**src/rtl/imm_ext_arbiter_if.sv**
```systemverilog
// Requester / consumer bundle for the shared immediate-extension unit.
// master: requesters plus result consumer; slave: the arbiter itself.
interface imm_ext_arbiter_if #(
  parameter int IN_W  = 16,
  parameter int OUT_W = 32
);
  logic             req0_i;
  logic [1:0]       mode0_i;
  logic [IN_W-1:0]  data0_i;
  logic             gnt0_o;
  logic             req1_i;
  logic [1:0]       mode1_i;
  logic [IN_W-1:0]  data1_i;
  logic             gnt1_o;
  logic             vld_o;
  logic             id_o;
  logic [OUT_W-1:0] data_o;
  logic             ack_i;

  modport master (
    output req0_i, mode0_i, data0_i, req1_i, mode1_i, data1_i, ack_i,
    input  gnt0_o, gnt1_o, vld_o, id_o, data_o
  );

  modport slave (
    input  req0_i, mode0_i, data0_i, req1_i, mode1_i, data1_i, ack_i,
    output gnt0_o, gnt1_o, vld_o, id_o, data_o
  );
endinterface

```
**src/rtl/imm_ext_arbiter.sv**
```systemverilog
// Round-robin arbiter sharing one registered immediate-extension unit
// between decode (requester 0) and the branch-target unit (requester 1).
// A single output register holds each result until the consumer acks it;
// ack and a new grant in the same cycle reload it back-to-back.
module imm_ext_arbiter #(
  parameter int IN_W  = 16,
  parameter int OUT_W = 32
) (
  input  logic              clk_i,
  input  logic              rst_i,
  imm_ext_arbiter_if.slave  bus
);

  localparam int EXT_W = OUT_W - IN_W;

  typedef enum logic {EMPTY = 1'b0, FULL = 1'b1} state_t;

  state_t           state, state_nxt;
  logic             ptr;
  logic             id_q;
  logic [OUT_W-1:0] data_q;
  logic             free;
  logic             gnt0, gnt1, any_gnt, winner;
  logic [1:0]       win_mode;
  logic [IN_W-1:0]  win_data;

  // Four extension modes; branch offset is sign extend then << 2 truncated.
  function automatic logic [OUT_W-1:0] ext(input logic [1:0] m,
                                           input logic [IN_W-1:0] d);
    logic [OUT_W-1:0] sx;
    sx = {{EXT_W{d[IN_W-1]}}, d};
    case (m)
      2'b00:   ext = sx;
      2'b01:   ext = {{EXT_W{1'b0}}, d};
      2'b10:   ext = {d, {EXT_W{1'b0}}};
      default: ext = sx << 2;
    endcase
  endfunction

  // Grant logic: only when the slot frees this cycle and out of reset.
  always_comb begin
    gnt0 = 1'b0;
    gnt1 = 1'b0;
    free = (state == EMPTY) | bus.ack_i;
    if (rst_i && free) begin
      if (bus.req0_i && bus.req1_i) begin
        gnt0 = ~ptr;
        gnt1 = ptr;
      end else begin
        gnt0 = bus.req0_i;
        gnt1 = bus.req1_i;
      end
    end
    any_gnt  = gnt0 | gnt1;
    winner   = gnt1;
    win_mode = gnt1 ? bus.mode1_i : bus.mode0_i;
    win_data = gnt1 ? bus.data1_i : bus.data0_i;
  end

  // Next state: a grant always fills, an ack without a grant drains.
  always_comb begin
    state_nxt = state;
    if (any_gnt)
      state_nxt = FULL;
    else if (state == FULL && bus.ack_i)
      state_nxt = EMPTY;
  end

  // Result register, owner id, round-robin pointer and state.
  always_ff @(posedge clk_i) begin
    if (!rst_i) begin
      state  <= EMPTY;
      ptr    <= 1'b0;
      id_q   <= 1'b0;
      data_q <= '0;
    end else begin
      state <= state_nxt;
      if (any_gnt) begin
        data_q <= ext(win_mode, win_data);
        id_q   <= winner;
        ptr    <= ~winner;
      end
    end
  end

  assign bus.gnt0_o = gnt0;
  assign bus.gnt1_o = gnt1;
  assign bus.vld_o  = (state == FULL);
  assign bus.id_o   = id_q;
  assign bus.data_o = data_q;

endmodule

```
**src/flat_wrapper.sv**
```systemverilog
// flat-port wrapper written by rule: the top's interface ports become plain ports
module imm_ext_arbiter_flat 
#(
  parameter int IN_W  = 16,
  parameter int OUT_W = 32
)
  (clk_i, rst_i, bus_req0_i, bus_mode0_i, bus_data0_i, bus_req1_i, bus_mode1_i, bus_data1_i, bus_ack_i, bus_gnt0_o, bus_gnt1_o, bus_vld_o, bus_id_o, bus_data_o);
  imm_ext_arbiter_if #(.IN_W(IN_W), .OUT_W(OUT_W)) bus_i ();
  input  logic clk_i;
  input  logic rst_i;
  input wire logic [$bits(bus_i.req0_i)-1:0] bus_req0_i;
  input wire logic [$bits(bus_i.mode0_i)-1:0] bus_mode0_i;
  input wire logic [$bits(bus_i.data0_i)-1:0] bus_data0_i;
  input wire logic [$bits(bus_i.req1_i)-1:0] bus_req1_i;
  input wire logic [$bits(bus_i.mode1_i)-1:0] bus_mode1_i;
  input wire logic [$bits(bus_i.data1_i)-1:0] bus_data1_i;
  input wire logic [$bits(bus_i.ack_i)-1:0] bus_ack_i;
  output wire logic [$bits(bus_i.gnt0_o)-1:0] bus_gnt0_o;
  output wire logic [$bits(bus_i.gnt1_o)-1:0] bus_gnt1_o;
  output wire logic [$bits(bus_i.vld_o)-1:0] bus_vld_o;
  output wire logic [$bits(bus_i.id_o)-1:0] bus_id_o;
  output wire logic [$bits(bus_i.data_o)-1:0] bus_data_o;
  assign bus_i.req0_i = bus_req0_i;
  assign bus_i.mode0_i = bus_mode0_i;
  assign bus_i.data0_i = bus_data0_i;
  assign bus_i.req1_i = bus_req1_i;
  assign bus_i.mode1_i = bus_mode1_i;
  assign bus_i.data1_i = bus_data1_i;
  assign bus_i.ack_i = bus_ack_i;
  assign bus_gnt0_o = bus_i.gnt0_o;
  assign bus_gnt1_o = bus_i.gnt1_o;
  assign bus_vld_o = bus_i.vld_o;
  assign bus_id_o = bus_i.id_o;
  assign bus_data_o = bus_i.data_o;
  imm_ext_arbiter #(.IN_W(IN_W), .OUT_W(OUT_W)) u_core (.clk_i(clk_i), .rst_i(rst_i), .bus(bus_i));
endmodule
```
**config.mk**
```make
export PLATFORM = sky130hd
export DESIGN_NAME = imm_ext_arbiter_flat
export DESIGN_NICKNAME = d
export VERILOG_FILES = /design/src/rtl/imm_ext_arbiter_if.sv /design/src/rtl/imm_ext_arbiter.sv /design/src/flat_wrapper.sv
export SDC_FILE = /design/constraint.sdc
export NUM_CORES = 1
export LEC_CHECK = 0
export CAP_MARGIN = 20
export CORE_ASPECT_RATIO = 0.7
export CORE_MARGIN = 8
export CORE_UTILIZATION = 40
export DETAILED_ROUTE_END_ITERATION = 7
export PLACE_DENSITY = 0.76
export SYNTH_ARGS = -nofsm -noshare
export SYNTH_HDL_FRONTEND = slang
export SYNTH_SLANG_ARGS = --single-unit
export TNS_END_PERCENT = 10
```
**constraint.sdc**
```tcl
create_clock -name clk_i -period 4.5 [get_ports clk_i]
set_input_delay 1.125 -clock clk_i [delete_from_list [all_inputs] [get_ports clk_i]]
set_output_delay 1.125 -clock clk_i [all_outputs]
set_load 0.01 [all_outputs]
```
==> results.cfg, run 1 <==
[synthesis]
yosysMostFrequentCell = dfxtp_1
yosysTopAreaCell = dfxtp_1
yosysWarnings = 0
syn_area_um2 = 1818
yosysSeqAreaShare_pct = 38.54
synthMuxAreaShare_pct = 8.259
synth_top_family_by_area = compound AO/OA/AOI/OAI gates
synth_cells = 205
synthAdderAreaFrac_pct = 0
synth.avg_cell_area_um2 = 8.868
async_flop_share_pct = 0
netlist.area_leader.share_pct = 38.54
synth_fp_nets = 246
synthXorXnorAreaFrac_pct = 0
synthTopCellsByArea = dfxtp_1 39%, mux2i_1 8.3%, nor3_1 7.7%
synth_common_cells = 35 x dfxtp_1, 28 x nor3_1, 19 x nand2_1, 17 x nor2_1, 15 x mux2i_1
yosys.area_share.simple_pct = 22.99
ys_seq_elements = 35
synthFlopType = dfxtp_1
synth_edf_count = 0
yosysUniqueCellTypes = 36
synth_compound_gate_area_share_pct = 24.09

[pwr]
p_sw_share_pct = 27.91
p_sw_mw = 0.2359
clkPwrFrac_pct = 29.8
powerDensity_nw_per_um2 = 316.6
power.leakage_nw = 0.9556
ir_worst_vdd_mv = 0.1891
intPower_mw = 0.6095
power_frac_comb_pct = 27.5
seqPwrFrac_pct = 42.6

[floorplanning]
ios = 77
coreArea_um2 = 4354
die-area_um2 = 6993
num_rows = 20
die_w_um = 96.58
die_h_um = 72.41
start_util_pct = 41.75

[timing]
fin_skew_ns = 0.004406
fmax_mhz = 253.3
worst_slew_margin_rel_pct = 36.19
tightest_slew_ns = 0.9572
drv_slew = 0
period_share_pct = 87.75
hold_viol = 0
fin_setup_tns_ns = 0
worst_slack_ns = 0.5514
setup_viol = 0
fin_crit_ns = 3.949
rsz0062_at_grt = no

[layout]
diodes = 0
area_delta_synth_final_pct = 46.87
layout-drive-gt1-share_pct = 6.182
final_nets = 315

[global_route]
antenna_found_initial = 0
grt_pass1_vias = 1828
grt_pass1_wl_mm = 9.377
grt_util_all_layers_pct = 17.21
grt_max_degree = 34
gr-total-overflow = 0

[detailed_routing]
ant_nets = 0
firstDrtPassIters = 4
drt_iter0_drc = 122
vias = 1827
wire_per_inst_um = 17.90
via_per_inst = 5.536
wl_mm = 5.906
drc_errors = 0

[clocking]
cts-buffers-inserted = 5
clock_path_buffers = 2
clk_latency_ns = 0.29
cts_setup_buffers = 0
cts_resized = 0
tritoncts = done
clock_tree.root_cell = clkbuf_8
hold_buffers = 0
cts_sinks = 35
cts.reportedPaths.clkPinSlew_ns = 0.07
cts_max_level = 2

[critical_path]
cp.arrival_ns = 2.82
r2r-end = u_core.bus.data_o[20]$_SDFFE_PN0P_
startpoint_type = primary input
crit_chain = clkdlybuf4s50_1 -> o211ai_2 -> nor2_1 -> clkdlybuf4s50_1
cp_common_cell = clkdlybuf4s50_1
crit_start = rst_i
critPathMaxFanout = 13
cp-end-kind = primary output
rrSetupSlack_ns = 2.54
endpoint = bus_gnt0_o
criticalPathCategory = in -> out
r2r-start = u_core.ptr$_SDFFE_PN0P_
critPathSlowestCell = clkdlybuf4s50_1
cp_slowest_stage_delay_ns = 0.74
reg2regPathDepth = 6
worstPathRequired_ns = 3.38

[placement]
io_buffer_count = 76
gp_congestion = 0.8835
place_ws_ns = 0.5698
dp_hpwl_mm = 4.482

[flow_run]
cap_viol_max_count = 0

[status]
status = finished clean

[worst_hold_path]
min_path_type = reg -> reg
[worst max-delay path: cells and delay by family]
kind,cells,cell delay (ns)
and+or+nand+nor,1,0.20
AOI/OAI and AO/OA,1,0.17
buffers and inverters,2,1.32
[cells by family (layout without fill, tap and decap cells)]
kind of cell,Yosys count,count (layout)
and+or+nand+nor,84,84
AOI/OAI and AO/OA,52,52
DFF,35,35
buffers and inverters,19,89
muxes,15,15
[cell type report]
cell class / instances / area, um^2
sequential: 35 / 700.7
fill: 380 / 1684
timing repair buffer: 79 / 783.3
multi-input combinational: 151 / 1006
clock inverter: 1 / 7.507
tap: 55 / 68.82
inverter: 2 / 7.507
clock buffer: 7 / 96.34
[sequential cells by signal, indices dropped and copies added (netlist names)]
name,cells
u_core.bus.id_o,1
u_core.ptr,1
u_core.bus.data_o,32
u_core.bus.vld_o,1
[layout by cell type (no fill, tap or decap), drive strengths merged, types with 2 or more instances in the layout]
cell type / instances
a21boi: 4
inv: 2
dfxtp: 35
a311oi: 5
o221ai: 12
nor3: 28
nand3: 2
and2: 3
clkdlybuf4s50: 76
a311o: 2
buf: 3
a22o: 14
mux2i: 15
nand2: 19
clkbuf: 7
nor2: 17
o21ai: 5
o211a: 2
a21oi: 5
nand2b: 6
nor2b: 5
[layer usage]
layer / part of all wire, % / GRT usage (%) / routed length (um)
met1: 44 / 24.23 / 2613
met2: 43 / 24.33 / 2536
met3: 11 / 4.639 / 642
met4: 1.9 / 5.686 / 114
met5: 0 / 0 / 0
[through the flow]
step	power, mW	util (%)	instance area, um^2	cells	hold WS, ns
5_1_grt	0.8886	61.32	2670	330	0.4957
4_1_cts	0.8502	61.32	2670	330	0.4636
3_3_place_gp	0.5976	58.94	2566	322	0.4450
2_1_floorplan	0.4727	-	1818	205	0.4633
6_report	0.8454	61.32	2670	330	0.4606
3_5_place_dp	0.5999	58.94	2566	322	0.4512
[worst min path at each step]
stage,cells after the start,endpoint,from,slack (ns)
2_1_floorplan,1,u_core.ptr$_SDFFE_PN0P_,u_core.ptr$_SDFFE_PN0P_,0.46
3_3_place_gp,2,u_core.bus.data_o[5]$_SDFFE_PN0P_,u_core.bus.data_o[5]$_SDFFE_PN0P_,0.44
3_5_place_dp,2,u_core.bus.data_o[7]$_SDFFE_PN0P_,u_core.bus.data_o[7]$_SDFFE_PN0P_,0.45
4_1_cts,2,u_core.bus.data_o[15]$_SDFFE_PN0P_,u_core.bus.data_o[15]$_SDFFE_PN0P_,0.46
5_1_grt,2,u_core.bus.data_o[9]$_SDFFE_PN0P_,u_core.bus.data_o[9]$_SDFFE_PN0P_,0.50
6_report,2,u_core.bus.data_o[15]$_SDFFE_PN0P_,u_core.bus.data_o[15]$_SDFFE_PN0P_,0.46
[power groups by stage]
stage	Combinational, mW	Sequential, mW	Clock (mW)
finish	0.233	0.361	0.252
global route	0.251	0.365	0.272
CTS	0.234	0.361	0.255
detailed placement	0.233	0.367	0
global placement	0.230	0.367	0
floorplan	0.0919	0.381	0
(Power assumes the default switching activity.)
==> inputs of run 2 (changes only) <==
- ABC_CLOCK_PERIOD_IN_PS: not set -> 4500
- CORE_UTILIZATION: 40 -> 47
- CTS_BUF_LIST: not set -> sky130_fd_sc_hd__clkbuf_8
- PLACE_DENSITY: 0.76 -> 0.87
==> results.cfg, run 2 (synthesis gave the netlist of run 1 again) <==
[status]
status = finished clean

[critical_path]
cp.arrival_ns = 2.76
startpoint_type = primary input
criticalPathCategory = in -> out
reg2regPathDepth = 6
cp-end-kind = primary output
worstPathRequired_ns = 3.38
critPathMaxFanout = 13

[flow_run]
cap_viol_max_count = 0

[detailed_routing]
wl_mm = 5.869
via_per_inst = 5.602
firstDrtPassIters = 4
ant_nets = 0
drc_errors = 0
wire_per_inst_um = 17.95
vias = 1832
drt_iter0_drc = 165

[global_route]
gr-total-overflow = 0
grt_max_degree = 34
grt_pass1_vias = 1776
grt_pass1_wl_mm = 9.204
grt_util_all_layers_pct = 18.95
antenna_found_initial = 0

[layout]
largest_reg_flops = 32
layout-drive-gt1-share_pct = 5.818
final_common_cell = clkdlybuf4s50_1
diodes = 0
final_cell_mix = 76 x clkdlybuf4s50_1, 35 x dfxtp_1, 28 x nor3_1
fin_util_pct = 70.00
area_delta_synth_final_pct = 46.46
final_nets = 315

[worst_hold_path]
worstHoldPathCells = 2
min_path_type = reg -> reg

[timing]
fin_crit_ns = 3.883
fin_setup_tns_ns = 0
fin_skew_ns = 0.007083
tightest_slew_ns = 0.9294
hold_viol = 0
rsz0062_at_grt = no
worst_slew_margin_rel_pct = 38.04
setup_viol = 0
period_share_pct = 86.29
drv_slew = 0
fmax_mhz = 257.5

[floorplanning]
num_rows = 19
die-area_um2 = 6146
coreArea_um2 = 3804
die_h_um = 68.04
start_util_pct = 47.80
die_w_um = 90.34
ios = 77

[clocking]
hold_buffers = 0
clock_path_buffers = 2
cts_resized = 0
cts_sinks = 35
cts_setup_buffers = 0
cts-buffers-inserted = 5
clock_tree.root_cell = clkbuf_8
tritoncts = done
cts.reportedPaths.clkPinSlew_ns = 0.07
clk_latency_ns = 0.28
cts_max_level = 2

[pwr]
total_power_mw = 0.8400
intPower_mw = 0.6077
clkPwrFrac_pct = 29.3
p_sw_mw = 0.2322
seqPwrFrac_pct = 43.0
power.leakage_nw = 0.9607
ir_worst_vdd_mv = 0.2178
powerDensity_nw_per_um2 = 315.5
power_frac_comb_pct = 27.7
p_sw_share_pct = 27.64

[placement]
gp_congestion = 0.8963
io_buffer_count = 76
dp_hpwl_mm = 4.395
==> run 2: cell count changes in the layout (fill, tap and decap cells not counted) <==
| cell | change |
|---|---|
| clkinvlp_4 | -1 |
| inv_1 | +1 |
==> run 2: worst max-delay path: stages <==
cell             delay (ns)
clkdlybuf4s50_1        0.64
nand4_2                0.23
inv_2                  0.07
nor2_1                 0.13
clkdlybuf4s50_1        0.56
==> run 2: layout make-up <==
class	count	area, um^2
Tap cell	52	65.06
Multi-Input combinational cell	151	1006
Clock buffer	7	96.34
Clock inverter	1	3.754
Inverter	2	7.507
Timing Repair Buffer	79	783.3
Sequential cell	35	700.7
Fill cell	306	1141
==> run 2: metal layers <==
metal	track usage, %	part of all wire, %	wire (um)
met1	26.26	49	2855
met2	27.70	44	2586
met3	4.272	5.4	316
met4	8.454	1.9	110
met5	0	0	0
==> run 2: metrics by stage <==
| stage | cell area (um^2) | hold slack (ns) | cells | worst slack (ns) |
|---|---|---|---|---|
| final | 2663 | 0.4634 | 327 | 0.6168 |
| after CTS | 2663 | 0.4651 | 327 | 0.6362 |
| after floorplan | 1818 | 0.4633 | 205 | 1.590 |
| after detailed placement | 2562 | 0.4500 | 319 | 0.6441 |
| after global placement | 2562 | 0.4476 | 319 | 0.6715 |
| after global routing | 2663 | 0.4954 | 327 | 0.5335 |
==> run 2: power groups by stage <==
stage	Combinational [mW]	Sequential (mW)	Clock [mW]
detailed placement	0.232	0.367	0
CTS	0.233	0.361	0.249
global placement	0.229	0.368	0
floorplan	0.0919	0.381	0
finish	0.233	0.361	0.246
global route	0.251	0.365	0.266
==> run 2: final timing paths <==
| kind | from | end | slack, ns |
|---|---|---|---|
| worst min register to register | u_core.bus.data_o[15]$_SDFFE_PN0P_ | u_core.bus.data_o[15]$_SDFFE_PN0P_ | 0.46 |
| worst min-delay path | u_core.bus.data_o[15]$_SDFFE_PN0P_ | u_core.bus.data_o[15]$_SDFFE_PN0P_ | 0.46 |
| worst max-delay path | rst_i | bus_gnt0_o | 0.62 |
| worst max register to register | u_core.ptr$_SDFFE_PN0P_ | u_core.bus.data_o[23]$_SDFFE_PN0P_ | 2.52 |
